## src/rtl/count_mon_pkg.sv

```systemverilog
// Shared types for count_event_monitor: event kinds, FSM states, event record,
// plus a saturating adder used by the optional statistics counters.
package count_mon_pkg;

    localparam int MON_CW = 4;
    localparam int MON_EW = 8;

    typedef enum logic {
        EVT_MATCH = 1'b0,
        EVT_WRAP  = 1'b1
    } evt_kind_t;

    typedef enum logic [1:0] {
        S_IDLE  = 2'd0,
        S_ARMED = 2'd1,
        S_PEND  = 2'd2
    } mon_state_t;

    typedef struct packed {
        evt_kind_t          kind;
        logic [MON_CW-1:0]  count;
        logic [MON_EW-1:0]  epoch;
    } evt_rec_t;

    function automatic logic [7:0] sat_add8(input logic [7:0] a, input logic [1:0] b);
        logic [8:0] sum;
        sum = {1'b0, a} + {7'b0, b};
        return sum[8] ? 8'hff : sum[7:0];
    endfunction

endpackage

```

## src/rtl/evt_fifo2.sv

```systemverilog
// Two-entry FIFO for event records. Accepts up to two pushes per cycle; the
// caller only pushes into free slots, counting a slot freed by a same-cycle pop.
module evt_fifo2 #(
    parameter int W = 13
) (
    input  logic         clk,
    input  logic         rst,
    input  logic         push0,
    input  logic [W-1:0] din0,
    input  logic         push1,
    input  logic [W-1:0] din1,
    input  logic         pop,
    output logic [W-1:0] dout,
    output logic         full,
    output logic         empty
);

    logic [1:0] level_reg;
    logic       rd_ptr_reg;
    logic       do_pop;
    logic       wr_ptr0;
    logic       wr_ptr1;

    assign do_pop  = pop && (level_reg != 2'd0);
    // With two entries the write slot is the read slot offset by the fill level.
    assign wr_ptr0 = rd_ptr_reg ^ level_reg[0];
    assign wr_ptr1 = wr_ptr0 ^ push0;

    genvar gi;
    generate
        for (gi = 0; gi < 2; gi++) begin : g_slot
            logic [W-1:0] slot_reg;
            logic         we0;
            logic         we1;

            assign we0 = push0 && (wr_ptr0 == 1'(gi));
            assign we1 = push1 && (wr_ptr1 == 1'(gi));

            always_ff @(posedge clk) begin
                if (!rst) begin
                    slot_reg <= '0;
                end else if (we0) begin
                    slot_reg <= din0;
                end else if (we1) begin
                    slot_reg <= din1;
                end
            end
        end
    endgenerate

    always_ff @(posedge clk) begin
        if (!rst) begin
            level_reg  <= 2'd0;
            rd_ptr_reg <= 1'b0;
        end else begin
            level_reg <= level_reg + 2'(push0) + 2'(push1) - 2'(do_pop);
            if (do_pop) begin
                rd_ptr_reg <= ~rd_ptr_reg;
            end
        end
    end

    assign dout  = rd_ptr_reg ? g_slot[1].slot_reg : g_slot[0].slot_reg;
    assign full  = (level_reg == 2'd2);
    assign empty = (level_reg == 2'd0);

endmodule

```

## src/rtl/count_event_monitor.sv

```systemverilog
// Watches an upstream counter: tracks wraps in an epoch register, emits MATCH/WRAP
// records over valid/ready and flags bad steps. COUNT_MON_STATS_EN adds drop/match counters.
module count_event_monitor
    import count_mon_pkg::*;
#(
    parameter int CW = 4,
    parameter int EW = 8
) (
    input  logic          clk,
    input  logic          rst,
    input  logic [CW-1:0] count_in,
    input  logic          count_vld,
    input  logic          arm,
    input  logic          oneshot,
    input  logic [CW-1:0] cmp,
    output logic          evt_valid,
    input  logic          evt_ready,
    output logic          evt_kind,
    output logic [CW-1:0] evt_count,
    output logic [EW-1:0] evt_epoch,
    output logic          armed,
    output logic          seq_err
`ifdef COUNT_MON_STATS_EN
    ,
    output logic [7:0]    drop_cnt,
    output logic [7:0]    match_cnt
`endif
);

    localparam int RW = 1 + CW + EW;
    localparam logic [CW-1:0] CNT_MAX = '1;

    logic [CW-1:0] prev_reg;
    logic          prev_vld_reg;
    logic [EW-1:0] epoch_reg;
    logic [EW-1:0] epoch_next;
    logic [CW-1:0] cmp_reg;
    logic [CW-1:0] prev_inc;
    mon_state_t    state_reg;
    logic          armed_reg;
    logic          seq_err_reg;

    logic          sample_chk;
    logic          is_wrap;
    logic          step_bad;
    logic          is_match;
    logic          pop_fire;
    logic          match_ack;
    logic [1:0]    free_slots;
    logic          match_push;
    logic          wrap_push;

    logic          fifo_push0;
    logic          fifo_push1;
    logic [RW-1:0] fifo_din0;
    logic [RW-1:0] match_rec;
    logic [RW-1:0] wrap_rec;
    logic [RW-1:0] fifo_dout;
    logic          fifo_full;
    logic          fifo_empty;

    assign prev_inc   = prev_reg + CW'(1);
    assign sample_chk = count_vld && prev_vld_reg;
    assign is_wrap    = sample_chk && (prev_reg == CNT_MAX) && (count_in == '0);
    // A drop to zero from anywhere but the top is an upstream reset, not an error.
    assign step_bad   = sample_chk && (count_in != prev_inc) && (count_in != '0);
    assign epoch_next = epoch_reg + {{(EW-1){1'b0}}, is_wrap};
    assign is_match   = count_vld && (state_reg == S_ARMED) && (count_in == cmp_reg);

    assign pop_fire   = evt_valid && evt_ready;
    assign match_ack  = pop_fire && (fifo_dout[RW-1] == EVT_MATCH);
    assign free_slots = fifo_full  ? {1'b0, pop_fire} :
                        fifo_empty ? 2'd2 :
                        (pop_fire ? 2'd2 : 2'd1);

    // MATCH takes the first free slot; WRAP needs the slot after it.
    assign match_push = is_match && (free_slots != 2'd0);
    assign wrap_push  = is_wrap && (free_slots > {1'b0, match_push});

    assign match_rec  = {EVT_MATCH, count_in, epoch_next};
    assign wrap_rec   = {EVT_WRAP, count_in, epoch_next};
    assign fifo_push0 = match_push || wrap_push;
    assign fifo_push1 = match_push && wrap_push;
    assign fifo_din0  = match_push ? match_rec : wrap_rec;

    evt_fifo2 #(
        .W(RW)
    ) u_fifo (
        .clk   (clk),
        .rst   (rst),
        .push0 (fifo_push0),
        .din0  (fifo_din0),
        .push1 (fifo_push1),
        .din1  (wrap_rec),
        .pop   (evt_ready),
        .dout  (fifo_dout),
        .full  (fifo_full),
        .empty (fifo_empty)
    );

    always_ff @(posedge clk) begin
        if (!rst) begin
            prev_reg     <= '0;
            prev_vld_reg <= 1'b0;
            epoch_reg    <= '0;
            seq_err_reg  <= 1'b0;
        end else begin
            if (count_vld) begin
                prev_reg     <= count_in;
                prev_vld_reg <= 1'b1;
            end
            epoch_reg <= epoch_next;
            if (step_bad) begin
                seq_err_reg <= 1'b1;
            end
        end
    end

    always_ff @(posedge clk) begin
        if (!rst) begin
            state_reg <= S_IDLE;
            armed_reg <= 1'b0;
            cmp_reg   <= '0;
        end else begin
            if (arm) begin
                cmp_reg <= cmp;
            end
            case (state_reg)
                S_IDLE: begin
                    if (arm) begin
                        state_reg <= S_ARMED;
                        armed_reg <= 1'b1;
                    end
                end
                S_ARMED: begin
                    if (match_push) begin
                        state_reg <= S_PEND;
                    end
                end
                S_PEND: begin
                    if (match_ack) begin
                        state_reg <= oneshot ? S_IDLE : S_ARMED;
                        armed_reg <= ~oneshot;
                    end
                end
                default: begin
                    state_reg <= S_IDLE;
                    armed_reg <= 1'b0;
                end
            endcase
        end
    end

`ifdef COUNT_MON_STATS_EN
    logic [7:0] drop_cnt_reg;
    logic [7:0] match_cnt_reg;
    logic [1:0] n_drop;

    assign n_drop = 2'(is_match && !match_push) + 2'(is_wrap && !wrap_push);

    always_ff @(posedge clk) begin
        if (!rst) begin
            drop_cnt_reg  <= 8'd0;
            match_cnt_reg <= 8'd0;
        end else begin
            drop_cnt_reg <= sat_add8(drop_cnt_reg, n_drop);
            if (match_ack) begin
                match_cnt_reg <= match_cnt_reg + 8'd1;
            end
        end
    end

    assign drop_cnt  = drop_cnt_reg;
    assign match_cnt = match_cnt_reg;
`endif

    assign evt_valid = ~fifo_empty;
    assign {evt_kind, evt_count, evt_epoch} = fifo_dout;
    assign armed     = armed_reg;
    assign seq_err   = seq_err_reg;

endmodule

```

## config.mk

```make
export PLATFORM = sky130hd
export DESIGN_NAME = count_event_monitor
export DESIGN_NICKNAME = d
export VERILOG_FILES = /design/src/rtl/count_mon_pkg.sv /design/src/rtl/evt_fifo2.sv /design/src/rtl/count_event_monitor.sv
export SDC_FILE = /design/constraint.sdc
export NUM_CORES = 1
export LEC_CHECK = 0
export ABC_AREA = 1
export CAP_MARGIN = 20
export CORE_MARGIN = 2
export CORE_UTILIZATION = 42
export DETAILED_ROUTE_END_ITERATION = 10
export GPL_ROUTABILITY_DRIVEN = 0
export HOLD_SLACK_MARGIN = 0.12
export PLACE_DENSITY_LB_ADDON = 0.1
export RECOVER_POWER = 25
export REMOVE_ABC_BUFFERS = 1
export SYNTH_ARGS = -nofsm -noshare
export SYNTH_HDL_FRONTEND = slang
export SYNTH_SLANG_ARGS = --single-unit
```

## constraint.sdc

```tcl
create_clock -name clk -period 3.2 [get_ports clk]
set_input_delay 0.32 -clock clk [delete_from_list [all_inputs] [get_ports clk]]
set_output_delay 0.32 -clock clk [all_outputs]
set_load 0.01 [all_outputs]
```

==> results of run 1 <==
[power by group through the flow]
stage	Sequential (mW)	Combinational (mW)	Clock, mW
3_3_place_gp	0.712	0.318	0
6_report	0.696	0.310	0.385
3_5_place_dp	0.712	0.322	0
2_1_floorplan	0.713	0.198	0
5_1_grt	0.705	0.351	0.423
4_1_cts	0.697	0.323	0.403
[cells in the mapped netlist]
cell type	instances
nand3_1	19
buf_1	1
xnor2_1	5
buf_4	2
buf_6	2
fa_1	1
o22ai_1	1
or2_2	1
o21ai_0	23
nand3b_1	1
nand2_2	1
nand4_4	3
nor3_1	1
nand3_4	1
nand3_2	14
o211ai_1	1
nor2_8	1
nor2_2	1
o21ai_1	1
nor2_1	41
a21oi_2	1
buf_2	3
nand4_1	4
inv_1	56
inv_2	5
ha_1	6
xor2_1	9
clkinv_1	2
a21oi_1	39
dfxtp_1	50
nand2_1	58
clkbuf_1	9
nor2_4	1
[critical path: cells and delay by family, from the launching register on]
family	cells	cell delay (ns)
AOI/OAI and AO/OA	1	0.18
buffers and inverters	2	1.19
DFF	1	0.61
and+or+nand+nor	1	0.10
[path summary, 6_finish.rpt]
path,from,end,slack (ns)
worst max register to register,prev_reg[0],u_fifo.level_reg[1],0.74
worst max-delay path,u_fifo.rd_ptr_reg,evt_kind,0.50
worst min register to register,seq_err,seq_err,0.45
worst min-delay path,seq_err,seq_err,0.45
[area by class of cell]
| class | instances | area, µm² |
|---|---|---|
| Multi-Input combinational cell | 234 | 1331 |
| Clock buffer | 7 | 86.33 |
| Timing Repair Buffer | 36 | 335.3 |
| Fill cell | 632 | 2937 |
| Sequential cell | 50 | 1001 |
| Clock inverter | 1 | 5.005 |
| Inverter | 63 | 236.5 |
| Tap cell | 75 | 93.84 |
[metrics by stage]
step / total power [mW] / setup slack [ns] / cell area (µm²) / util (%) / instances
after floorplan: 0.9110 / 0.9145 / 2569 / - / 347
after global placement: 1.030 / 0.3523 / 3005 / 49.88 / 458
after global routing: 1.479 / 0.2541 / 3089 / 51.27 / 466
final: 1.391 / 0.4974 / 3089 / 51.27 / 466
after CTS: 1.424 / 0.5989 / 3097 / 51.39 / 466
after detailed placement: 1.034 / 0.2705 / 3005 / 49.88 / 458
[logic make-up after synthesis]
family                     count (synthesis)
AOI/OAI and AO/OA                         66
xor gates and xnor gates                  14
adders and majority gates                  7
buffers and inverters                     80
DFF                                       50
and+or+nand+nor                          147
[cell usage in the layout (no fill, tap or decap), drive strengths merged, types with 9 or more instances in the layout]
master,synthesis,final
dfxtp,50,50
a21oi,40,40
nor2,44,44
xor2,9,9
o21ai,24,24
nand3,34,34
nand2,59,59
inv,61,61
clkdlybuf4s50,0,25
clkbuf,9,9
[metal layers]
metal / GRT usage [%] / share of wire [%] / vias to the layer above
li1: - / - / 1191
met1: 21.45 / 50 / 986
met2: 28.07 / 46 / 36
met3: 3.264 / 3.2 / 6
met4: 5.279 / 1.4 / 0
met5: 0 / 0 / -
==> flow_metrics.py, run 1 <==
metrics = {
    "clocking": {
        "cts.sinks": 50,
        "h-tree-depth": 2,
        "cts_made_buffers": 5,
        "clk_pin_slew_ns": 0.09,
        "post_cts_buffers": 0,
        "root_buffer": "clkbuf_8",
        "ctsResizeCount": 0,
        "clk_latency_ns": 0.31,
        "cts_tree": "done",
        "ctsHoldBuffers": 0,
        "clockBufferDepth": 2,
    },
    "synth": {
        "synth.largest_area_cell": "dfxtp_1",
        "yosysTopAreaCellShare_pct": 37.65,
        "yosys.area_share.simple_pct": 29.18,
        "avgSynthCellArea_um2": 7.304,
        "yosys-top-cells-area": "dfxtp_1, nand2_1, inv_1",
        "synthesis.area_mm2": 0.002659,
        "synth_top_family_by_area": "simple AND/OR/NAND/NOR gates",
        "synth_xor_xnor_area_share_pct": 4.612,
        "synthAdderAreaFrac_pct": 3.576,
        "synth_compound_area_share_pct": 12.71,
        "synth-seq-cells": 50,
        "muxShareOfSynthArea_pct": 0,
        "synthesis.instances": 364,
        "synthDistinctLibCells": 33,
        "synth_seq_area_share_pct": 37.65,
        "yosysWarnings": 0,
    },
    "sta": {
        "final-max-slew-violation-count": 36,
        "setup_viol": 0,
        "relSlewSlack_pct": -6.402,
        "rsz0062_at_grt": "false",
        "tightest_slew_ns": 1.596,
        "fin_skew_ns": 0.006680,
        "period_share_pct": 84.45,
        "timing.hold.ws_ns": 0.4478,
        "hold_viol": 0,
        "fin_tns_setup_ns": 0,
        "fmax_mhz": 370.0,
        "post-route-min-period_ns": 2.703,
    },
    "route": {
        "ant_nets": 0,
        "drc": 0,
        "vias": 2219,
        "firstDrtPassIters": 4,
        "routed_wl_mm": 5.355,
        "avgRoutedWirePerCell_um": 11.49,
        "drtIter0Drc": 109,
        "vias_per_cell": 4.762,
    },
    "floorplanning": {
        "coreArea_mm2": 0.006026,
        "initial_core_util_pct": 44.12,
        "io_pins": 30,
        "die_w_um": 83.57,
        "die_h_um": 83.57,
        "dieArea_mm2": 0.006983,
        "row_count": 28,
    },
    "global_routing": {
        "grt_max_degree": 36,
        "overflow": 0,
        "grt_pass1_wl_mm": 9.549,
        "grtUsageTotal_pct": 16.67,
        "first_global_vias": 2131,
        "antenna_found_initial": 0,
    },
    "cells_and_area": {
        "largest_reg_flops": 26,
        "final_nets": 411,
        "antenna_cells": 0,
        "areaGrowthSynthToFinish_pct": 16.19,
        "drive_gt1_share_pct": 10.49,
    },
    "power": {
        "p_per_area_mw_per_mm2": 450.3,
        "power_frac_clock_pct": 27.7,
        "swShare_pct": 31.88,
        "power_frac_seq_pct": 50.0,
        "p_switching_uw": 443.5,
        "max-vdd-ir-drop_uv": 381.5,
        "p_leak_nw": 1.492,
        "p_comb_share_pct": 22.3,
        "p_int_uw": 947.6,
    },
    "status": {
        "violations": "max-capacitance violations, max-slew violations",
        "status": "complete, but fails checks",
    },
    "critical_path": {
        "crit_type": "reg -> out",
        "crit_path_top_delay_cell": "clkdlybuf4s50_1",
        "end_kind": "primary output",
        "required_ns": 2.88,
        "slowest_delay_ns": 0.62,
        "crit_fanout": 16,
        "worstPathCellList": "clkbuf_1, nand2_1, o21ai_0, clkdlybuf4s50_1",
        "cp-start-kind": "flop",
        "cp.arrival_ns": 2.38,
        "r2r_cells": 9,
    },
    "placement": {
        "portBuffers": 29,
        "dp_hpwl_mm": 3.663,
    },
    "hold_path": {
        "hold_class": "reg -> reg",
        "holdPathStages": 2,
    },
    "flow_run": {
        "maxCapViolations": 1,
    },
}
Power figures use the tool's default switching activity.
==> run 2: changes to the inputs <==
- clock period: 3.2 -> 2.3 ns (I/O delays scaled with it)
==> run 2 against run 1 <==
The run now ends clean. Via count rose by 3.7%. Total power rose by 48%. Cell area up 10%. Global-route usage shrank 0.11 points. Sequential share of layout area down 2.8 points. Worst hold slack got worse by 0.17 ns.
==> flow_metrics.py, run 2 (same netlist as run 1, synthesis figures left out) <==
metrics = {
    "status": {
        "status": "finished clean",
    },
    "critical_path": {
        "cp_num_buf_inv": 1,
        "required_ns": 2.54,
        "worstPathCellList": "inv_1, nor2_4, nand4_4, nor2_8, nand3_1, ha_4, fa_1, xor2_1, or2_2, a21oi_1",
        "cp.arrival_ns": 2.43,
        "crit_fanout": 3,
        "crit_family": "simple AND/OR/NAND/NOR gates",
        "crit_type": "reg -> reg",
        "cp-start-kind": "flop",
        "crit_path_top_delay_cell": "fa_1",
        "end_kind": "flop",
        "slowest_delay_ns": 0.42,
    },
    "clocking": {
        "h-tree-depth": 2,
        "clockBufferDepth": 2,
        "cts_tree": "done",
        "root_buffer": "clkbuf_8",
        "cts.sinks": 50,
        "cts_made_buffers": 5,
        "clk_latency_ns": 0.30,
        "clk_pin_slew_ns": 0.09,
    },
    "route": {
        "topRoutingLayerUsed": "met4",
        "routed_wl_mm": 5.572,
        "avgRoutedWirePerCell_um": 11.33,
        "vias_per_cell": 4.675,
        "drtIter0Drc": 169,
        "wl_met3_um": 184,
        "met1Wirelength_mm": 2.804,
        "ant_nets": 0,
        "route.met2.wl_mm": 2.525,
        "vias": 2300,
        "firstDrtPassIters": 4,
        "drc": 0,
    },
    "floorplanning": {
        "dieArea_mm2": 0.006983,
        "row_count": 28,
        "initial_core_util_pct": 44.12,
        "io_pins": 30,
        "coreArea_mm2": 0.006026,
        "die_w_um": 83.57,
        "die_h_um": 83.57,
    },
    "sta": {
        "setup_slack_ns": 0.1045,
        "period_share_pct": 95.46,
        "post-route-min-period_ns": 2.196,
        "fmax_mhz": 455.5,
        "hold_viol": 0,
        "fin_tns_setup_ns": 0,
        "fin_skew_ns": 0.004053,
        "setup_viol": 0,
        "relSlewSlack_pct": 50.70,
        "rsz0062_at_grt": "false",
        "timing.hold.ws_ns": 0.2733,
        "final-max-slew-violation-count": 0,
        "tightest_slew_ns": 0.7395,
    },
    "placement": {
        "placed_cell_area_mm2": 0.003256,
        "portBuffers": 29,
        "dp_hpwl_mm": 3.983,
        "dp_slack_ns": -0.3518,
    },
    "power": {
        "p_per_area_mw_per_mm2": 602.6,
        "max-vdd-ir-drop_uv": 448.7,
        "p_leak_nw": 1.681,
    },
    "flow_run": {
        "maxCapViolations": 0,
    },
    "cells_and_area": {
        "finalInstanceArea_mm2": 0.003406,
        "fillers": 584,
        "areaGrowthSynthToFinish_pct": 28.09,
        "final_nets": 437,
        "fin_util_pct": 56.52,
        "antenna_cells": 0,
        "final_cell_mix": "nand2_1, inv_1, dfxtp_1",
        "final_common_cell": "nand2_1",
        "drive_gt1_share_pct": 18.47,
        "largest_reg_flops": 26,
    },
    "global_routing": {
        "first_global_vias": 2073,
        "grt_max_degree": 36,
        "grtUsageTotal_pct": 16.56,
        "antenna_found_initial": 0,
        "overflow": 0,
        "grt_pass1_wl_mm": 9.584,
    },
    "hold_path": {
        "hold_class": "in -> reg",
    },
}
-- run 2: cell types whose count changed in the layout (fill, tap and decap cells not counted), moves of 2 or more --
cell	change
buf_4	+21
buf_12	+5
clkdlybuf4s50_1	-4
dfxtp_1	-4
dfxtp_2	+3
dlymetal6s2s_1	+3
clkbuf_1	-2
dlygate4sd2_1	+2
ha_1	-2
ha_4	+2
-- run 2: layer usage --
metal,vias up,GRT usage (%)
met2,37,26.04
met4,0,3.959
met3,6,3.165
met1,1007,23.44
met5,-,0
li1,1250,-
-- run 2: worst paths after layout --
check                             end  slack [ns]  cells after the start         start
setup / recovery  u_fifo.level_reg[1]        0.10                     10  state_reg[0]
hold / removal            prev_reg[1]        0.27                      3   count_in[1]
setup reg to reg  u_fifo.level_reg[1]        0.10                     10  state_reg[0]
hold reg to reg               seq_err        0.45                      2       seq_err
-- run 2: timing repair --
item	CTS	global route
gates cloned	0	0
setup buffers	0	1
setup endpoints to repair	1	28
gates resized for setup	5	11
hold buffers	0	0
pin swaps	0	3
-- run 2: final cells by class --
cell class	instances	area [µm²]	share of cell area, %
multi-input combinational	234	1373	40.30
sequential	50	1008	29.61
timing repair buffer	62	599.3	17.60
inverter	63	236.5	6.943
tap	75	93.84	2.755
clock buffer	6	82.58	2.425
clock inverter	2	12.51	0.3674
-- run 2: power by group --
part	internal [mW]	switching [mW]
clock network	0.242	0.296
logic	0.246	0.313
registers	0.914	0.0401
total	1.40	0.650
-- run 2: tightest hold or removal path, delay by kind of cell --
family	cells	cell delay, ns
compound gates	1	0.06
buf+inv	2	0.25
-- run 2: metrics by stage --
stage	instances	total power, mW
after floorplan	347	1.267
after global placement	483	1.515
after detailed placement	483	1.525
after CTS	491	2.073
after global routing	492	2.201
final	492	2.052
